## config.mk

```make
export PLATFORM = sky130hd
export DESIGN_NAME = channel_store_bank
export DESIGN_NICKNAME = d
export VERILOG_FILES = /design/src/rtl/channel_bank_pkg.sv /design/src/rtl/btn_debounce.sv /design/src/rtl/channel_store_bank.sv
export SDC_FILE = /design/constraint.sdc
export NUM_CORES = 1
export LEC_CHECK = 0
export CORE_MARGIN = 2
export CORE_UTILIZATION = 52
export CTS_CLUSTER_SIZE = 10
export DETAILED_ROUTE_END_ITERATION = 8
export PLACE_DENSITY = 0.72
export RECOVER_POWER = 50
export SLEW_MARGIN = 0
export SYNTH_ARGS = -nofsm -noshare
export SYNTH_HDL_FRONTEND = slang
export SYNTH_SLANG_ARGS = --single-unit
```

## constraint.sdc

```tcl
create_clock -name clk -period 2.54 [get_ports clk]
set_input_delay 0.508 -clock clk [delete_from_list [all_inputs] [get_ports clk]]
set_output_delay 0.508 -clock clk [all_outputs]
set_load 0.1 [all_outputs]
```

## src/rtl/channel_bank_pkg.sv

```systemverilog
// rtl/channel_bank_pkg.sv - shared helpers and reset constants for channel_store_bank
package channel_bank_pkg;

    function automatic int clog2(input int value);
        int r;
        r = 0;
        while ((1 << r) < value) r++;
        return r;
    endfunction

    // Select/counter width: never narrower than one bit.
    function automatic int sel_width(input int n);
        return (clog2(n) < 1) ? 1 : clog2(n);
    endfunction

    localparam logic RST_LEVEL = 1'b0;

endpackage

```

## src/rtl/btn_debounce.sv

```systemverilog
// rtl/btn_debounce.sv - two-flop synchroniser, stability counter and rising-edge strobe
module btn_debounce
    import channel_bank_pkg::*;
#(
    parameter int DEBOUNCE_CYC = 1_000_000
) (
    input  logic clk,
    input  logic rst_n,
    input  logic btn,
    output logic level,
    output logic rise_stb
);

    localparam int              CNT_W    = sel_width(DEBOUNCE_CYC);
    localparam logic [CNT_W-1:0] CNT_LAST = CNT_W'(DEBOUNCE_CYC - 1);

    logic             sync1;
    logic             sync2;
    logic [CNT_W-1:0] cnt;

    always_ff @(posedge clk) begin
        if (!rst_n) begin
            sync1    <= RST_LEVEL;
            sync2    <= RST_LEVEL;
            level    <= RST_LEVEL;
            cnt      <= '0;
            rise_stb <= 1'b0;
        end else begin
            sync1    <= btn;
            sync2    <= sync1;
            rise_stb <= 1'b0;
            // Any cycle where the levels agree restarts the stability window.
            if (sync2 == level) begin
                cnt <= '0;
            end else if (cnt == CNT_LAST) begin
                level    <= sync2;
                cnt      <= '0;
                rise_stb <= sync2;
            end else begin
                cnt <= cnt + CNT_W'(1);
            end
        end
    end

endmodule

```

## src/rtl/channel_store_bank.sv

```systemverilog
// rtl/channel_store_bank.sv - button-captured multi-channel store with scanned registered read port
module channel_store_bank
    import channel_bank_pkg::*;
#(
    parameter  int NUM_CH       = 4,
    parameter  int DATA_W       = 8,
    parameter  int DEBOUNCE_CYC = 1_000_000,
    parameter  int SCAN_CYC     = 50_000_000,
    localparam int SEL_W        = sel_width(NUM_CH)
) (
    input  logic              clk,
    input  logic              rst_n,
    input  logic              btn,
    input  logic [DATA_W-1:0] din,
    input  logic [SEL_W-1:0]  wr_sel,
    input  logic [SEL_W-1:0]  rd_sel,
    input  logic              scan_en,
    output logic [DATA_W-1:0] dout,
    output logic [SEL_W-1:0]  cur_ch,
    output logic [NUM_CH-1:0] valid,
    output logic              wr_stb
);

    localparam int               SCAN_W    = sel_width(SCAN_CYC);
    localparam logic [SCAN_W-1:0] SCAN_LAST = SCAN_W'(SCAN_CYC - 1);
    localparam logic [SEL_W-1:0]  CH_LAST   = SEL_W'(NUM_CH - 1);

    logic [NUM_CH*DATA_W-1:0] mem;
    logic [SEL_W-1:0]         scan_idx;
    logic [SCAN_W-1:0]        scan_cnt;
    logic [SEL_W-1:0]         rd_idx;
    logic [DATA_W-1:0]        rd_data;
    logic                     btn_level;

    btn_debounce #(
        .DEBOUNCE_CYC(DEBOUNCE_CYC)
    ) u_debounce (
        .clk     (clk),
        .rst_n   (rst_n),
        .btn     (btn),
        .level   (btn_level),
        .rise_stb(wr_stb)
    );

    // Out-of-range indices match no channel and read as zero.
    always_comb begin
        rd_idx  = scan_en ? scan_idx : rd_sel;
        rd_data = '0;
        for (int i = 0; i < NUM_CH; i++) begin
            if (rd_idx == SEL_W'(i)) rd_data = mem[i*DATA_W +: DATA_W];
        end
    end

    always_ff @(posedge clk) begin
        if (!rst_n) begin
            mem      <= '0;
            valid    <= '0;
            scan_idx <= '0;
            scan_cnt <= '0;
            dout     <= '0;
            cur_ch   <= '0;
        end else begin
            // The strobe only ever follows a rise, so the debounced level is high with it.
            for (int i = 0; i < NUM_CH; i++) begin
                if (wr_stb && btn_level && wr_sel == SEL_W'(i)) begin
                    mem[i*DATA_W +: DATA_W] <= din;
                    valid[i]                <= 1'b1;
                end
            end

            if (scan_en) begin
                if (scan_cnt == SCAN_LAST) begin
                    scan_cnt <= '0;
                    scan_idx <= (scan_idx == CH_LAST) ? '0 : scan_idx + SEL_W'(1);
                end else begin
                    scan_cnt <= scan_cnt + SCAN_W'(1);
                end
            end

            // Reads the pre-write array: a same-cycle write shows up one cycle later.
            dout   <= rd_data;
            cur_ch <= rd_idx;
        end
    end

endmodule

```

-- After elaboration in Yosys (flattened, before gate mapping)
Index checks and enable logic that the tools add are counted.
- register bits: 98
- input bits: 16
- output and inout bits: 15
- word-level logic and storage cells: 51
- $add $sub $neg: 3
- eq/ne operators: 10
- multiplexer cells: 7
- bitwise logic cells: 3
- reduce and logical (&&, ||, !) cells: 11
- operator list (cell ; count):
    two-way mux 8 bit ; 4
    adder 26 x 1 -> 26 bit (second input constant) ; 1
    == test 26 bit (second input constant) ; 1
    two-way mux 26 bit ; 1
    adder 20 x 1 -> 20 bit (second input constant) ; 1
    == test 20 bit (second input constant) ; 1
    == test 2 bit (second input constant) ; 5
    OR reduction 3 bit ; 2
    logical AND 1 bit ; 5
    == test 2 x 1 -> 1 bit (second input constant) ; 2
    logical NOT 2 bit ; 2
    two-way mux 2 bit ; 2
    AND reduction 2 bit ; 2
    inverter 1 bit ; 3
    adder 2 x 1 -> 2 bit (second input constant) ; 1
    == test 1 bit ; 1

-- Logic depth before layout (Yosys ltp)
- depth in word-level cells: 6
- mapped depth: 6
- gate-level depth less buffers: 5

-- By module
Synthesis repeated with hierarchy kept, for this count alone.
- cell total of the unflattened synthesis: 485
- area, all modules: 4224.1 um2
- modules (own cells, without submodules) (module ; times used ; cells each ; area an instance (um2)):
    channel_store_bank ; 1 ; 363 ; 3143.0
    btn_debounce ; 1 ; 122 ; 1081.0

-- Least setup slack after synthesis
OpenSTA, ideal clock, no wires.
- path type: reg-to-reg
- start point: register u_debounce.rise_stb
- end point: register mem[0]
- arrival: 1919 ps
- required time: 2470 ps
- path slack: 551 ps
- cell stages (with the launch flop): 5
- buffers on the path: 0
- period minus slack after synthesis: 1989 ps
- cells stage by stage: dfxtp_1 -> nand2_1 -> nor3_1 -> nand2_1 -> a21oi_1
- cells in the longest elaborated chain, start to end: 2
- ends and longest elaborated chain (what ; RTL line ; source):
    start, declared ; btn_debounce.sv:11 ; output logic rise_stb
    start signal, assigned ; btn_debounce.sv:38 ; rise_stb <= sync2;
    logical AND 1 bit (2 in series) ; channel_store_bank.sv:65 ; if (wr_stb && btn_level && wr_sel == SEL_W'(i)) begin
    end signal, assigned by index ; channel_store_bank.sv:66 ; mem[i*DATA_W +: DATA_W] <= din;
    end, declared ; channel_store_bank.sv:28 ; logic [NUM_CH*DATA_W-1:0] mem;
Every way passes these cells.
A chain may end at the register's enable or synchronous reset.

-- Worst setup path after layout
- start point: register u_debounce.rise_stb
- end point: output wr_stb
- RTL lines (what ; RTL line ; source):
    end, declared ; channel_store_bank.sv:21 ; output logic wr_stb
No word-level cell between the ends.

==> flow_metrics.tcl <==
set metrics [dict create \
    clk_pin_slew_worst_paths_ns 0.10 \
    firstDrtPassIters 4 \
    post_cts_buffers 0 \
    fill_cells 769 \
    r2r_setup_slack_ns 0.39 \
    die_area_sq_um 9001 \
    fp-row-count 33 \
    fp.dieH_um 94.88 \
    use_met1_pct 30.89 \
    cts.sinks 98 \
    fp.dieW_um 94.88 \
    grt.overflow.total 0 \
    clock_path_buffers 2 \
    cts_hold_buf 0 \
    min_from "u_debounce.sync1" \
    areaGrowthSynthToFinish_pct 13.29 \
    yosys_warnings 0 \
    diodes 0 \
    antenna_found_initial 0 \
    drv_cap 0 \
    utilization_pct 60.11 \
    ys.flop_type "dfxtp_1" \
    fin_cells 644 \
    syn_nets 519 \
    synth-edff-count 0 \
    setup_viol 0 \
    irDropWorstVdd_v 0.0002926 \
    wl_per_cell_um 14.73 \
    finalClockSkew_ns 0.01808 \
    swShare_pct 21.84 \
    synth.avg_cell_area_sq_um 8.605 \
    drc 0 \
    max_freq_ghz 0.4597 \
    start_util_pct 53.06 \
    internal-power_mw 2.170 \
    cts-root-buf "clkbuf_8" \
    drt_iter0_drc 169 \
    synth-simple-area-share_pct 28.93 \
    critPathTopFamily "buffers and inverters" \
    grt_pass1_wl_mm 15.86 \
    total_leakage_power_nw 1.548 \
    final.min_clock_period_ns 2.175 \
    ios 31 \
    cts_resized 0 \
    slowest_delay_ns 0.88 \
    grt_use_total_pct 22.53 \
    r2r_start "scan_cnt[7]" \
    synthCells 499 \
    yosys-mux-area-fraction_pct 4.749 \
    yosys.area_share.xor_xnor_pct 4.487 \
    dp_cells 629 \
    dp_hpwl_mm 6.502 \
    ys_seq_area_share_pct 45.69 \
    cp_slowest_cell "clkbuf_1" \
    grt_pass1_vias 3428 \
    ys_ff_latch 98 \
    ant_nets 0 \
    final_layout_size_suffix_gt1_share_pct 7.607 \
    syn_area_sq_um 4294 \
    pwr-share-comb_pct 4.0 \
    synth-compound-area-share_pct 11.83 \
    synth_top_family_by_area "simple AND/OR/NAND/NOR gates" \
    end_kind "output pin" \
    hold_viol 0 \
    gp_congestion 0.8920 \
    p_per_area_nw_per_um2 570.7 \
    holdWs_ns 0.4466 \
    tritoncts "built" \
    met3_usage_pct 3.671 \
    numPortBuffers 30 \
    numCtsBuffers 9 \
    wirelength_mm 9.483 \
    critPathLaunchType "register" \
    rsz0062_at_grt "no" \
    drv_slew 0 \
    rr_worst_depth 4 \
    synth_cell_types 44 \
    crit-reg2reg-capture "scan_cnt[25]" \
    path_cells "clkbuf_1" \
    period_share_pct 85.64 \
    cts_max_level 3 \
    clkLatencyLatePin_ns 0.36 \
    use_met2_pct 35.40 \
    power.switching_mw 0.6065 \
    p_clk_share_pct 40.3 \
    crit_type "reg2out" \
    seqPwrFrac_pct 55.7 \
    critPathMaxFanout 4 \
    critical_path_arrival_ns 1.67 \
    whs_endpoint "u_debounce.sync2" \
    required_ns 2.03 \
    min_path_cells 1 \
    grt_busiest_layer "met2" \
    worst-slew-pin-transition_ns 1.200 \
    synthAdderAreaFrac_pct 1.166 \
    grt_max_degree 34 \
    vias_per_cell 5.764 \
    setup_tns_ns 0 \
    nets 555 \
    startpoint "u_debounce.rise_stb" \
    async_flop_share_pct 0 \
    vias 3712 \
    design.core.area_sq_um 8093 \
    run_status "complete, no violations" \
    slew_headroom_pct 20.32 \
    critPathBufInv 1 \
    min_path_type "reg2reg" \
]
how the worst max path moves through the flow:
stage	cells after the start	endpoint
after floorplan	4	mem[0]
after global placement	5	dout[5]
after detailed placement	5	dout[4]
after CTS	4	scan_cnt[25]
after global routing	4	scan_cnt[25]
final	1	wr_stb
routing by layer:
layer  part of all wire (%)  up-vias
met5                      0        -
met4                    1.3        0
met3                    5.0       11
met2                     46       97
met1                     48     1748
li1                       -     1856
Yosys cell counts (10+ instances only):
| cell type | n | area share, % |
|---|---|---|
| xnor2_1 | 13 | 2.7 |
| nor2_1 | 41 | 3.6 |
| clkbuf_1 | 11 | 0.96 |
| dfxtp_1 | 98 | 46 |
| nand4_1 | 20 | 2.9 |
| or4_1 | 12 | 2.1 |
| nand3_1 | 18 | 2.1 |
| o31ai_1 | 11 | 1.9 |
| and2_1 | 14 | 2.0 |
| or3_1 | 12 | 1.7 |
| o21ai_0 | 10 | 1.2 |
| nand2_1 | 91 | 8.0 |
| a21oi_1 | 56 | 6.5 |
flip-flops by register name, summed over array words and instances, names as in the netlist:
signal and cells:
u_debounce.sync2 1, scan_idx 2, mem 32, u_debounce.rise_stb 1, valid 4, cur_ch 2
u_debounce.cnt 20, dout 8, u_debounce.sync1 1, scan_cnt 26, u_debounce.level 1
through the flow:
| step | power [mW] | cell area [sq um] | setup WS (ns) |
|---|---|---|---|
| global route | 2.880 | 4865 | 0.2784 |
| global placement | 1.695 | 4716 | 0.2183 |
| floorplan | 1.639 | 4294 | 0.5509 |
| CTS | 2.803 | 4940 | 0.4297 |
| finish | 2.776 | 4865 | 0.3649 |
| detailed placement | 1.697 | 4716 | 0.2006 |
kinds of logic after synthesis:
family / count (synthesis)
adders and majority gates: 4
DFF: 98
muxes: 10
and+or+nand+nor: 248
xor gates and xnor gates: 22
AOI/OAI and AO/OA: 88
buffers and inverters: 29
power groups by stage:
| stage | clock [mW] | combinational [mW] | sequential, mW |
|---|---|---|---|
| global placement | 0 | 0.112 | 1.58 |
| detailed placement | 0 | 0.114 | 1.58 |
| global route | 1.21 | 0.118 | 1.55 |
| finish | 1.12 | 0.110 | 1.55 |
| CTS | 1.14 | 0.114 | 1.55 |
| floorplan | 0 | 0.0478 | 1.59 |
cell usage in the layout, fill, tap and decap left out, drive strengths merged, types with 2 or more instances in the layout:
cell           instances
o211ai                 3
xor2                   9
or3                   12
buf                   12
and2                  14
nand2                 91
or4                   12
nor2                  41
inv                   10
clkdlybuf4s50         11
dfxtp                 98
nor3                   8
nor4                   8
and4                   8
o21ai                 10
nand3                 18
and3                   4
ha                     4
a211o                  2
o31ai                 12
mux4                   8
bufinv                 2
mux2i                  2
or4b                   2
or2                    2
nor2b                  3
nand4                 21
a21oi                 56
xnor2                 13
clkbuf                29
dlygate4sd3            4
area by class of cell:
cell class	count	area, sq um	area share (%)
multi-input cells	372	2193	45.09
flip-flops and latches	98	1962	40.33
repair buffers	46	324.1	6.662
clock buffers	10	137.6	2.829
well taps	105	131.4	2.701
clock inverters	5	86.33	1.775
inverters	8	30.03	0.6173
Power figures use the tool's default switching activity.
